**src/rtl/bin2bcd_display_formatter_pkg.sv**
```systemverilog
// Shared constants, types and the leading-zero helper for the binary-to-BCD display formatter.
// Define LEADING_ZERO_BLANK_EN to add the blank_mask output.
package display_pkg;

  localparam int DIGITS = 8;
  localparam int BIN_W  = 27;
  localparam int BCD_W  = 4 * DIGITS;
  localparam int CNT_W  = $clog2(BIN_W);
  localparam logic [BIN_W-1:0] MAX_VAL = BIN_W'(99_999_999);

  typedef enum logic [1:0] {IDLE, SHIFT, DONE} bcd_state_t;
  typedef logic [3:0] bcd_digit_t;

  // Bit i is set when digit i and every digit above it are zero. Digit 0 always shows.
  function automatic logic [DIGITS-1:0] leading_zero_mask(input logic [BCD_W-1:0] bcd);
    logic              all_zero;
    logic [DIGITS-1:0] mask;
    all_zero = 1'b1;
    mask     = '0;
    for (int i = DIGITS - 1; i >= 1; i--) begin
      all_zero = all_zero & (bcd[4*i +: 4] == 4'd0);
      mask[i]  = all_zero;
    end
    return mask;
  endfunction

endpackage

```
**src/rtl/bin2bcd_display_formatter_if.sv**
```systemverilog
// Request/result bundle between the requestor and the BCD formatter.
// Define LEADING_ZERO_BLANK_EN to add the blank_mask signal.
interface bin2bcd_display_formatter_if;
  import display_pkg::*;

  logic             start;
  logic [BIN_W-1:0] bin_in;
  logic             busy;
  logic             done;
  logic [BCD_W-1:0] bcd_out;
  logic             overflow;
`ifdef LEADING_ZERO_BLANK_EN
  logic [DIGITS-1:0] blank_mask;
`endif

  modport master (
    output start, bin_in,
`ifdef LEADING_ZERO_BLANK_EN
    input  blank_mask,
`endif
    input  busy, done, bcd_out, overflow
  );

  modport slave (
    input  start, bin_in,
`ifdef LEADING_ZERO_BLANK_EN
    output blank_mask,
`endif
    output busy, done, bcd_out, overflow
  );

endinterface

```
**src/rtl/bin2bcd_display_formatter_add3.sv**
```systemverilog
// Double-dabble digit correction: a digit of 5 or more gets 3 added before the shift.
module bcd_add3
  import display_pkg::*;
(
  input  bcd_digit_t din,
  output bcd_digit_t dout
);

  assign dout = (din >= 4'd5) ? din + 4'd3 : din;

endmodule

```
**src/rtl/bin2bcd_display_formatter.sv**
```systemverilog
// Sequential double-dabble converter: one input bit per clock, result held stable between conversions.
// Define LEADING_ZERO_BLANK_EN to register a leading-zero blank mask alongside bcd_out.
module bin2bcd_display_formatter
  import display_pkg::*;
(
  input  logic                            system_clock,
  input  logic                            cpu_rst_n,
  bin2bcd_display_formatter_if.slave      req
);

  bcd_state_t       state, next_state;
  logic [BIN_W-1:0] work;
  logic [BCD_W-1:0] acc, acc_adj;
  logic [CNT_W-1:0] count;
  logic             ovf_pending;
  logic             load, shift_en, finish;
  logic             done_q, overflow_q;
  logic [BCD_W-1:0] bcd_q;

  for (genvar d = 0; d < DIGITS; d++) begin : g_add3
    bcd_add3 u_add3 (.din(acc[4*d +: 4]), .dout(acc_adj[4*d +: 4]));
  end

  // NOTE: sequential state uses non-blocking assignments so every register samples pre-edge values.
  always_ff @(posedge system_clock or negedge cpu_rst_n) begin
    if (!cpu_rst_n) state <= IDLE;
    else            state <= next_state;
  end

  // NOTE: default assignment first keeps this combinational block from inferring a latch.
  always_comb begin
    next_state = state;
    case (state)
      IDLE:    if (req.start) next_state = SHIFT;
      SHIFT:   if (count == CNT_W'(BIN_W - 1)) next_state = DONE;
      DONE:    next_state = IDLE;
      default: next_state = IDLE;
    endcase
  end

  always_comb begin
    load     = (state == IDLE) && req.start;
    shift_en = (state == SHIFT);
    finish   = (state == DONE);
  end

  always_ff @(posedge system_clock or negedge cpu_rst_n) begin
    if (!cpu_rst_n) begin
      work        <= '0;
      acc         <= '0;
      count       <= '0;
      ovf_pending <= 1'b0;
    end else if (load) begin
      work        <= (req.bin_in > MAX_VAL) ? MAX_VAL : req.bin_in;
      ovf_pending <= (req.bin_in > MAX_VAL);
      acc         <= '0;
      count       <= '0;
    end else if (shift_en) begin
      {acc, work} <= {acc_adj[BCD_W-2:0], work, 1'b0};
      count       <= count + 1'b1;
    end
  end

  // Visible results move only on the DONE edge so the display never sees partial values.
  always_ff @(posedge system_clock or negedge cpu_rst_n) begin
    if (!cpu_rst_n) begin
      done_q     <= 1'b0;
      bcd_q      <= '0;
      overflow_q <= 1'b0;
    end else begin
      done_q <= finish;
      if (finish) begin
        bcd_q      <= acc;
        overflow_q <= ovf_pending;
      end
    end
  end

`ifdef LEADING_ZERO_BLANK_EN
  logic [DIGITS-1:0] blank_q;

  always_ff @(posedge system_clock or negedge cpu_rst_n) begin
    if (!cpu_rst_n)  blank_q <= '0;
    else if (finish) blank_q <= leading_zero_mask(acc);
  end

  assign req.blank_mask = blank_q;
`endif

  assign req.busy     = (state != IDLE);
  assign req.done     = done_q;
  assign req.bcd_out  = bcd_q;
  assign req.overflow = overflow_q;

endmodule

```
**src/flat_wrapper.sv**
```systemverilog
// flat-port wrapper written by rule: the top's interface ports become plain ports
module bin2bcd_display_formatter_flat import display_pkg::*;
  (system_clock, cpu_rst_n, req_start, req_bin_in, req_busy, req_done, req_bcd_out, req_overflow);
  bin2bcd_display_formatter_if req_i ();
  input  logic system_clock;
  input  logic cpu_rst_n;
  input wire logic [$bits(req_i.start)-1:0] req_start;
  input wire logic [$bits(req_i.bin_in)-1:0] req_bin_in;
  output wire logic [$bits(req_i.busy)-1:0] req_busy;
  output wire logic [$bits(req_i.done)-1:0] req_done;
  output wire logic [$bits(req_i.bcd_out)-1:0] req_bcd_out;
  output wire logic [$bits(req_i.overflow)-1:0] req_overflow;
  assign req_i.start = req_start;
  assign req_i.bin_in = req_bin_in;
  assign req_busy = req_i.busy;
  assign req_done = req_i.done;
  assign req_bcd_out = req_i.bcd_out;
  assign req_overflow = req_i.overflow;
  bin2bcd_display_formatter u_core (.system_clock(system_clock), .cpu_rst_n(cpu_rst_n), .req(req_i));
endmodule
```
**config.mk**
```make
export PLATFORM = sky130hd
export DESIGN_NAME = bin2bcd_display_formatter_flat
export DESIGN_NICKNAME = d
export VERILOG_FILES = /design/src/rtl/bin2bcd_display_formatter_pkg.sv /design/src/rtl/bin2bcd_display_formatter_if.sv /design/src/rtl/bin2bcd_display_formatter_add3.sv /design/src/rtl/bin2bcd_display_formatter.sv /design/src/flat_wrapper.sv
export SDC_FILE = /design/constraint.sdc
export NUM_CORES = 1
export LEC_CHECK = 0
export ABC_AREA = 0
export BUFFER_PORTS_ARGS = -buffer_cell sky130_fd_sc_hd__buf_2
export CAP_MARGIN = 10
export CORE_MARGIN = 2
export CORE_UTILIZATION = 30
export CTS_CLUSTER_DIAMETER = 80
export DETAILED_ROUTE_END_ITERATION = 8
export MAX_ROUTING_LAYER = met4
export PLACE_DENSITY_LB_ADDON = 0.05
export SLEW_MARGIN = 10
export SYNTH_ARGS = -nofsm -noshare
export SYNTH_HDL_FRONTEND = slang
export SYNTH_SLANG_ARGS = --single-unit
```
**constraint.sdc**
```tcl
create_clock -name system_clock -period 1.7 [get_ports system_clock]
set_input_delay 0 -clock system_clock [delete_from_list [all_inputs] [get_ports system_clock]]
set_output_delay 0 -clock system_clock [all_outputs]
set_load 0.1 [all_outputs]
```
==> summary.md, run 1 <==
| Metric | Value |
|---|---|
| Largest net degree at the start of global routing | 51 |
| Post-place setup slack | 0.09669 ns |
| Hpwl dp | 8476 µm |
| Max_cap viols | 0 |
| Mapped cell area | 5022 µm² |
| Placed Instances | 772 |
| FF-to-FF setup slack | 0.11 ns |
| TritonCTS clock tree | yes |
| Status | complete, no violations |
| Remaining DRCs | 0 |
| Mean Syn Cell Area | approximately 10 µm² |
| All-Layer GR Usage | 0.1541 |
| Placed standard-cell area | ~5800 µm² |
| Peak Freq | 628.7 MHz |
| Critical Path Source Type | flip-flop |
| Worst hold slack | around 0.026 ns |
| Clock Tree Buf Depth | 2 |
| Total gr overflow | 0 |
| Synthesis Warnings | 0 |
| Share of post-route cells with drive strength above 1 | 0.2552 |
| Worst EP required | around 2.0 ns |
| Relative slew slack | 0.6758 |
| N_diodes | 0 |
| Design area | 6161 µm² |
| Die width | 133.4 µm |
| Clock transition at the registers of the reported paths | around 0.060 ns |
| Util after Layout | 0.3742 |
| Reg2reg start | u_core.state[1]$_DFFE_PN0P_ |
| Post-route insts no fill | 796 |
| Comb pwr share | 0.522 |
| Setup TNS Final | 0 ns |
| Max-slew violation count | 0 |
| CTS buffer count | 9 |
| Terminus of the critical flop-to-flop path | u_core.work[11]$_DFFE_PN0P_ |
| Worst Max-Slew Pin Slew | approximately 0.49 ns |
| DIE AREA | 17790 µm² |
| Leak | roughly 2.9 nW |
| Crit path max fanout | 4 |
| Clock root buffer | clkbuf_16 |
| Die Y | 133.4 µm |
| Syn nets | 540 |
| Post-synth EDFFs | 0 |
| Routed len/inst | 15.59 µm |
| # rows | 47 |
| 1st-pass router iterations | 4 |
| Shortest period the worst path allows | 1.591 ns |
| Postcts setup bufs | 0 |
| Setup CP Type | reg2reg |
| Switching power | 6.317 mW |
| Total Nets Final | around 620 |
| Via count | just under 4000 |
| DR vias/cell | 4.974 |
| Fin crit share | 0.9357 |
| Hold Path Class | in2reg |
| Total Wirelength | about 12000 µm |
| Antenna violations before repair | 0 |
| Pint | 6.773 mW |
| Clk sinks | 101 |
| First-pass GRT wire length | 21130 µm |
| Clock power frac | 0.155 |
| Initial DRC Count | 205 |
| Power per cell area | about 2100 nW/µm² |
| Core Area | ~16000 µm² |
| PnR worst setup slack | between 0.1 and 0.15 ns |
| Endpoints failing setup | 0 |
| Register area share after synthesis | 0.5032 |
| IO Port Bufs | 64 |
| Switching fraction of total power | 0.4826 |
| R2R cell count | 4 |
| Worst setup EP type | flip-flop |
| Worst EP arrival | 1.86 ns |
| Antenna-violating nets left | 0 |
| Sequential power share | 0.323 |
| Ys async rst share | 1.000 |
| # H-tree levels | 3 |
| RSZ-0062 raised after global routing | false |
| Final setup skew | around 0.0051 ns |
| Register bit total from synthesis | 101 |
| Final Wtd Congestion | 0.7883 |
| Later-pin clock latency in the skew report | 0.35 ns |
| Vias in the first global route | 4029 |
| Setup crit start | u_core.state[1]$_DFFE_PN0P_ |
| Pwr Total | around 13 mW |
| Final hold violations | 0 |
| Layout area overhead | 22.67% |
| Worst vdd ir | 0.0007517 V |
| I/O pin count | 65 |
| CP endpoint | u_core.work[11]$_DFFE_PN0P_ |
| Distinct cells, synth | 45 |
| Main synth FF type | dfrtp_1 |
| Initial Util | 0.3050 |
| Cell count after synthesis | between 400 and 500 |
-- per-layer routing --
metal	share of wire	track usage
met2	0.47	0.2460
met1	0.48	0.2013
met5	0	-
met3	0.031	0.02131
met4	0.017	0.05496
-- repair_timing --
action,CTS,global route
hold endpoints to repair,108,0
hold buffers,8,0
gates resized for setup,0,8
setup endpoints to repair,0,7
-- sequential cells by signal (all words and copies together) (netlist names) --
register	flops
u_core.acc	32
u_core.ovf_pending	1
u_core.work	27
u_core.req.done	1
u_core.state	2
u_core.req.bcd_out	32
u_core.count	5
u_core.req.overflow	1
-- synthesized netlist by cell type, types with 2 or more instances --
library cell  count  area, µm²
buf_2             4      20.02
nand2b_1         10      62.56
a32o_1            8      80.08
or2_2             2      12.51
o21ai_1           4      20.02
nand4_1           4      25.02
nand3_1          39      195.2
nor4_1            2      12.51
clkbuf_1         24      90.09
nor2_1            6      22.52
a21oi_1          44      220.2
inv_1            19      71.32
xnor2_1           8      70.07
mux2i_1           9      90.09
o22ai_1           4      25.02
dfrtp_1         101       2527
a21o_1            2      15.01
a31oi_1           2      12.51
o211ai_1          3      22.52
xor2_1            7      61.31
nand2_1          46      172.7
ha_1             18      225.2
o21ai_0          43      215.2
o31ai_1          16      120.1
and4b_1           2      20.02
nand3b_1         18      135.1
o2bb2ai_1         5      43.79
buf_1             3      11.26
mux2_2           23      259.0
-- power by group through the flow --
stage | Combinational, mW | Sequential (mW) | Clock [mW]
after CTS | 6.87 | 4.23 | 2.12
after global routing | 7.47 | 4.41 | 2.22
final | 6.84 | 4.23 | 2.02
after detailed placement | 6.82 | 4.28 | 0
after floorplan | 3.01 | 6.49 | 0
after global placement | 6.77 | 4.25 | 0
-- cell type report --
type | instances | area, µm²
multi-input cells | 340 | 2316
well taps | 220 | 275.3
flip-flops and latches | 101 | 2527
clock inverters | 3 | 18.77
inverters | 19 | 71.32
clock buffers | 13 | 270.3
repair buffers | 100 | 681.9
fillers | 1685 | 10300
-- worst min-delay path by stage --
stage / startpoint / cells after the start / end / slack, ns
after floorplan: cpu_rst_n / 0 / u_core.acc[0]$_DFFE_PN0P_ / -0.30
after global placement: cpu_rst_n / 1 / u_core.req.bcd_out[27]$_DFFE_PN0P_ / -0.06
after CTS: req_bin_in[19] / 3 / u_core.work[19]$_DFFE_PN0P_ / 0.02
after detailed placement: cpu_rst_n / 1 / u_core.req.bcd_out[27]$_DFFE_PN0P_ / -0.06
after global routing: req_bin_in[19] / 3 / u_core.work[19]$_DFFE_PN0P_ / 0.07
final: req_bin_in[26] / 3 / u_core.work[25]$_DFFE_PN0P_ / 0.03
-- placed cells by master (no fill, tap or decap), drive strengths merged, types with 2 or more instances in the layout --
master and count:
mux2i 9, o2bb2ai 5, o21ai 47, xnor2 8
o22ai 4, clkbuf 13, o31ai 16, nand4 4
dfrtp 101, or2 2, a32o 9, nor4 2
xor2 7, dlygate4sd3 8, a21oi 44, a31oi 2
and4b 2, a21o 2, mux2 23, nand2b 10
inv 19, o211ai 3, clkinv 3, nand2 46
nor2 6, buf 92, nand3 39, ha 18
nand3b 18
-- worst max-delay path, cell delays in order (launching register included) --
cell and delay, ns:
dfrtp_1 0.38, or3b_4 0.43, a2111oi_4 0.37, a32o_2 0.21
o2bb2ai_1 0.12
-- cells by family after synthesis --
logic type / synth area share
compound gates: 0.1667
xor+xnor: 0.02616
fa+ha+maj: 0.04484
buf+inv: 0.04061
flops: 0.5032
mux: 0.06951
simple gates: 0.1490
No activity file was read; power rests on OpenSTA's default activity.
==> inputs of run 2 (changes only) <==
- CTS_BUF_LIST: not set -> sky130_fd_sc_hd__clkbuf_4
==> run 2 against run 1 <==
Clock skew is 0.0089 ns higher. Non-clock buffer count is 23 higher. Critical endpoint is now u_core.work[10]$_DFFE_PN0P_. First-iteration DRC count is 51% lower. Largest power group unchanged. Total power is 5.5% lower. Highest routed layer unchanged. Worst hold slack better by 0.015 ns. Die area stayed put.
==> summary.md, run 2 (same netlist as run 1, synthesis figures left out) <==
| Metric | Value |
|---|---|
| Status | complete, no violations |
| 1st-pass router iterations | 4 (unchanged) |
| Initial DRC Count | 101 (-51%) |
| Total gr overflow | 0 (unchanged) |
| Share of post-route cells with drive strength above 1 | 0.2521 (-0.003122) |
| DR vias/cell | 4.926 (-0.97%) |
| Hold Path Class | in2reg |
| Terminus of the critical flop-to-flop path | u_core.work[10]$_DFFE_PN0P_ |
| Critical Path Source Type | flip-flop |
| I/O pin count | 65 (unchanged) |
| Max-slew violation count | 0 (unchanged) |
| Final setup skew | 0.01405 ns (+0.008921 ns) |
| Die Y | 133.4 µm (unchanged) |
| Remaining DRCs | 0 (unchanged) |
| First-pass GRT wire length | 21510 µm (+1.8%) |
| Initial Util | 0.3050 (unchanged) |
| Leak | 2.897 nW (+1.3%) |
| Clock transition at the registers of the reported paths | 0.15 ns (+0.09 ns) |
| Worst Max-Slew Pin Slew | 0.9391 ns (+0.4494 ns) |
| Vias in the first global route | 4142 (+2.8%) |
| Power per cell area | 1980 nW/µm² (-6.8%) |
| Worst EP required | 2.09 ns (+0.12 ns) |
| Reg2reg start | u_core.state[1]$_DFFE_PN0P_ |
| Routed len/inst | 15.66 µm (+0.45%) |
| DIE AREA | 17790 µm² (unchanged) |
| Placed standard-cell area | 5771 µm² (unchanged) |
| Critical path's largest stage delay | 0.43 ns (about the same) |
| Most frequent cells in the layout | dfrtp_1 (101), buf_2 (62), nand2_1 (46) |
| Total Nets Final | 642 (+3.7%) |
| IO Port Bufs | 64 (unchanged) |
| FF-to-FF setup slack | 0.09 ns (-0.02 ns) |
| Clock root buffer | clkbuf_4 |
| Slowest cell on the critical path | or3b_4 |
| Filler cell count | 1689 (+0.24%) |
| Max_cap viols | 0 (unchanged) |
| Hpwl dp | 8476 µm (unchanged) |
| Multi-input gate area | 2323 µm² (+0.32%) |
| Core Area | 16470 µm² (unchanged) |
| Worst EP arrival | 2.00 ns (+0.14 ns) |
| Final hold violations | 0 (unchanged) |
| Peak Freq | 622.4 MHz (-1.0%) |
| Layout area overhead | 24.44% |
| Endpoints failing setup | 0 (unchanged) |
| Die width | 133.4 µm (unchanged) |
| Shortest period the worst path allows | 1.607 ns (+0.01613 ns) |
| TritonCTS clock tree | yes |
| Clock Tree Buf Depth | 2 (unchanged) |
| Setup CP Type | reg2reg |
| Hold depth | 4 (+1) |
| Worst vdd ir | 0.0007633 V (+1.5%) |
| R2R cell count | 4 (unchanged) |
| Antenna-violating nets left | 0 (unchanged) |
| Crit path cell chain | or3b_4, a2111oi_4, a32oi_2, o22ai_1 |
| Fin crit share | 0.9452 (+0.009486) |
| Hold Path Origin | req_bin_in[18] |
| # H-tree levels | 3 (unchanged) |
| Setup TNS Final | 0 ns (unchanged) |
| # rows | 47 (unchanged) |
| Worst Hold End | u_core.work[0]$_DFFE_PN0P_ |
| Largest net degree at the start of global routing | 51 (unchanged) |
| Clk sinks | 101 (unchanged) |
| Via count | 4039 (+2.0%) |
| Design area | 6250 µm² (+1.4%) |
| Worst setup EP type | flip-flop |
| Relative slew slack | 0.3719 (-0.3039) |
| Crit path max fanout | 4 (unchanged) |
| Final Wtd Congestion | 0.7883 (unchanged) |
| All-Layer GR Usage | 0.1573 (+0.003246) |
| Register area | 2527 µm² (unchanged) |
| CTS buffer count | 9 (unchanged) |
| Total Wirelength | 12840 µm (+3.5%) |
| Later-pin clock latency in the skew report | 0.47 ns (+0.12 ns) |
| Antenna violations before repair | 1 (+1) |
| Commonest non-fill, non-tap cell in the layout | dfrtp_1 |
| Util after Layout | 0.3796 (+0.005395) |
| Setup crit start | u_core.state[1]$_DFFE_PN0P_ |
## run 2: cell type report
class,count,area share
timing repair buffer,123,0.1512
clock buffer,10,0.01201
antenna,1,0.0004004
sequential,101,0.4044
inverter,19,0.01141
clock inverter,6,0.004805
multi-input combinational,340,0.3718
tap,220,0.04404
## run 2: stage by stage
stage | power (mW) | setup slack, ns | hold slack [ns] | cells
after global placement | 11.02 | 0.1477 | -0.06346 | 772
after global routing | 13.35 | -0.01260 | 0.04262 | 820
after CTS | 12.45 | 0.01147 | 0.004847 | 818
final | 12.37 | 0.09319 | 0.04060 | 820
after floorplan | 9.500 | 0.1062 | -0.2956 | 492
after detailed placement | 11.10 | 0.09669 | -0.06423 | 772
## run 2: worst max path at each step
stage	end	slack, ns	cells after the start
6_report	u_core.work[10]$_DFFE_PN0P_	0.09	4
5_1_grt	u_core.acc[6]$_DFFE_PN0P_	-0.01	6
4_1_cts	req_busy	0.01	4
3_5_place_dp	u_core.work[11]$_DFFE_PN0P_	0.1	4
3_3_place_gp	u_core.acc[30]$_DFFE_PN0P_	0.15	6
2_1_floorplan	u_core.work[11]$_DFFE_PN0P_	0.11	5
## run 2: worst max-delay path: cells and delay by family, from the launching register on
| kind | cells | cell delay [ns] |
|---|---|---|
| AOI/OAI and AO/OA | 3 | 0.71 |
| DFF | 1 | 0.40 |
| and+or+nand+nor | 1 | 0.43 |
## run 2: routing by layer
| metal | global-route usage | wire [µm] |
|---|---|---|
| met5 | - | 0 |
| met2 | 0.2543 | 6145 |
| met3 | 0.02245 | 390 |
| met4 | 0.05674 | 201 |
| met1 | 0.2022 | 6100 |
## run 2: report_power, final
group	leakage, nW	internal [mW]	switching [mW]
clock network	0.0627	0.303	0.822
registers	1.26	3.45	0.781
logic	1.57	2.34	4.68
total	2.90	6.09	6.28
## run 2: repair_timing
item / in CTS / in global routing
setup buffers: 0 / 1
gates resized for setup: 4 / 12
hold buffers: 29 / 0
endpoints found under the setup margin: 1 / 7
endpoints found under the hold margin: 127 / 0
cloned: 1 / 0
==> inputs of run 3 (changes only) <==
- GPL_TIMING_DRIVEN: not set -> 0
==> run 3 against run 2 <==
Register-to-register slack is essentially flat. Via count up 3.7%. Critical endpoint is now req_busy. Critical path type is now reg2out. Count of clock-buffer cells in the layout up 2.
==> summary.md, run 3 (same netlist as run 1, synthesis figures left out) <==
| Metric | Value |
|---|---|
| Status | complete, no violations |
| Max-slew violation count | 0 (unchanged) |
| Core Area | 16470 µm² (unchanged) |
| Placed Instances | 777 (+0.65%) |
| Clock root buffer | clkbuf_4 |
| Filler cell count | 1719 (+1.8%) |
| Crit path max fanout | 8 (+4) |
| Remaining DRCs | 0 (unchanged) |
| Shortest period the worst path allows | 1.698 ns (+0.09094 ns) |
| RSZ-0062 raised after global routing | true |
| Commonest non-fill, non-tap cell in the layout | dfrtp_1 |
| Die width | 133.4 µm (unchanged) |
| Switching power | 6.451 mW (+2.7%) |
| Final Wtd Congestion | 0.8774 (+11%) |
| Hpwl dp | 9488 µm (+12%) |
| Setup TNS Final | 0 ns (unchanged) |
| Worst EP required | 1.70 ns (-0.39 ns) |
| Worst EP arrival | 1.70 ns (-0.30 ns) |
| All-Layer GR Usage | 0.1691 (+0.01180) |
| IO Port Bufs | 64 (unchanged) |
| Register area | 2530 µm² (about the same) |
| Total Wirelength | 14210 µm (+11%) |
| FF-to-FF setup slack | 0.09 ns (about the same) |
| Hold Path Origin | req_bin_in[18] |
| Fin crit share | 0.9987 (+0.05350) |
| Die Y | 133.4 µm (unchanged) |
| First-pass GRT wire length | 22690 µm (+5.5%) |
| Later-pin clock latency in the skew report | 0.48 ns (about the same) |
| Clk sinks | 101 (unchanged) |
| Post-route insts no fill | 841 (+2.6%) |
| Max_cap viols | 0 (unchanged) |
| Clock transition at the registers of the reported paths | 0.14 ns (about the same) |
| Reg2reg start | u_core.state[1]$_DFFE_PN0P_ |
| Worst Max-Slew Pin Slew | 1.018 ns (+0.07864 ns) |
| Initial Util | 0.3050 (unchanged) |
| Relative slew slack | 0.3193 (-0.05260) |
| Switching fraction of total power | 0.5135 (+0.005945) |
| Comb pwr share | 0.568 (about the same) |
| 1st-pass router iterations | 4 (unchanged) |
| Most frequent cells in the layout | dfrtp_1 (99), buf_2 (68), nand2_1 (46) |
| Leak | 2.950 nW (+1.9%) |
| DIE AREA | 17790 µm² (unchanged) |
| Final setup skew | 0.01307 ns (-0.0009836 ns) |
| Routed len/inst | 16.89 µm (+7.9%) |
| Initial DRC Count | 270 (+170%) |
| Total Nets Final | 664 (+3.4%) |
| Vias in the first global route | 4158 (+0.39%) |
| Multi-input gate area | 2356 µm² (+1.4%) |
| Clock Tree Buf Depth | 2 (unchanged) |
| Sequential power share | 0.340 (-0.002) |
| Antenna-violating nets left | 0 (unchanged) |
| # rows | 47 (unchanged) |
| # H-tree levels | 3 (unchanged) |
| Total gr overflow | 0 (unchanged) |
| Setup CP Type | reg2out |
| Worst vdd ir | 0.0007894 V (+3.4%) |
| TritonCTS clock tree | yes |
| Pint | 6.111 mW (+0.29%) |
| CTS buffer count | 9 (unchanged) |
| Peak Freq | 589.0 MHz (-5.4%) |
| Layout area overhead | 27.01% |
| Power per cell area | 1969 nW/µm² (-0.54%) |
| DR vias/cell | 4.979 (+1.1%) |
| Share of post-route cells with drive strength above 1 | 0.2758 (+0.02372) |
| Final hold violations | 0 (unchanged) |
| I/O pin count | 65 (unchanged) |
| Endpoints failing setup | 0 (unchanged) |
| Clock power frac | 0.092 (about the same) |
| Antenna violations before repair | 1 (unchanged) |
| Critical Path Source Type | flip-flop |
| Setup crit start | u_core.state[1]$_DFFE_PN0P_ |
| Hold Path Class | in2reg |
| Via count | 4187 (+3.7%) |
| Worst setup EP type | output port |
| Largest net degree at the start of global routing | 79 (+55%) |
==> run 3: cell types whose count changed in the layout (fill, tap and decap cells not counted), sizes merged <==
cell,before,now
clkinv,6,3
buf,93,97
bufbuf,1,0
clkbuf,10,32
dlygate4sd3,29,28
==> run 3: final cells by class <==
class | instances | area share
sequential | 101 | 0.3966
multi-input combinational | 340 | 0.3694
timing repair buffer | 113 | 0.1250
tap | 220 | 0.04315
buffer | 32 | 0.03805
clock buffer | 12 | 0.01412
inverter | 19 | 0.01118
clock inverter | 3 | 0.002158
antenna | 1 | 0.0003923
==> run 3: worst paths after layout <==
| kind | to | cells after the start |
|---|---|---|
| max reg2reg | u_core.acc[12]$_DFFE_PN0P_ | 6 |
| min in group asynchronous | u_core.req.bcd_out[26]$_DFFE_PN0P_ | 3 |
| min reg2reg | u_core.count[4]$_DFFE_PN0P_ | 1 |
| min | u_core.work[0]$_DFFE_PN0P_ | 4 |
| max in group asynchronous | u_core.req.bcd_out[13]$_DFFE_PN0P_ | 3 |
| max | req_busy | 5 |
==> run 3: routing by layer <==
layer  GRT usage  share of wire  wire (µm)
met5           -              0          0
met4     0.05615          0.014        199
met2      0.2738           0.48       6750
met3     0.01903          0.031        447
met1      0.2224           0.48       6811
==> run 3: repair_timing <==
item / 4_1_cts / 5_1_grt
gates resized for setup: 45 / 28
endpoints found under the hold margin: 127 / 0
setup endpoints to repair: 69 / 49
pin swaps: 2 / 7
cloned: 0 / 1
hold buffers: 28 / 0
setup buffers: 2 / 17
==> run 3: power groups by stage <==
stage / Sequential [mW] / Combinational, mW / Clock (mW)
CTS: 4.24 / 6.94 / 1.21
finish: 4.27 / 7.13 / 1.16
global route: 4.45 / 7.72 / 1.31
global placement: 4.25 / 6.63 / 0
detailed placement: 4.28 / 6.70 / 0
floorplan: 6.49 / 3.01 / 0
==> run 3: worst max-delay path: stages, from the launching register on <==
cell       delay (ns)
dfrtp_1          0.40
buf_6            0.14
clkbuf_16        0.15
clkbuf_16        0.14
or2_4            0.23
buf_12           0.16
==> run 3: metrics by stage <==
stage	worst slack [ns]	instance area (µm²)	util	power, mW	hold slack, ns
after floorplan	0.1062	5022	-	9.500	-0.2956
after detailed placement	-0.3485	5652	0.3432	10.98	-0.1227
final	0.002249	6379	0.3874	12.56	0.03880
after CTS	-0.07569	6195	0.3762	12.39	0.01730
after global placement	-0.6467	5618	0.3412	10.88	0.2808
after global routing	-0.03275	6379	0.3874	13.48	0.07645
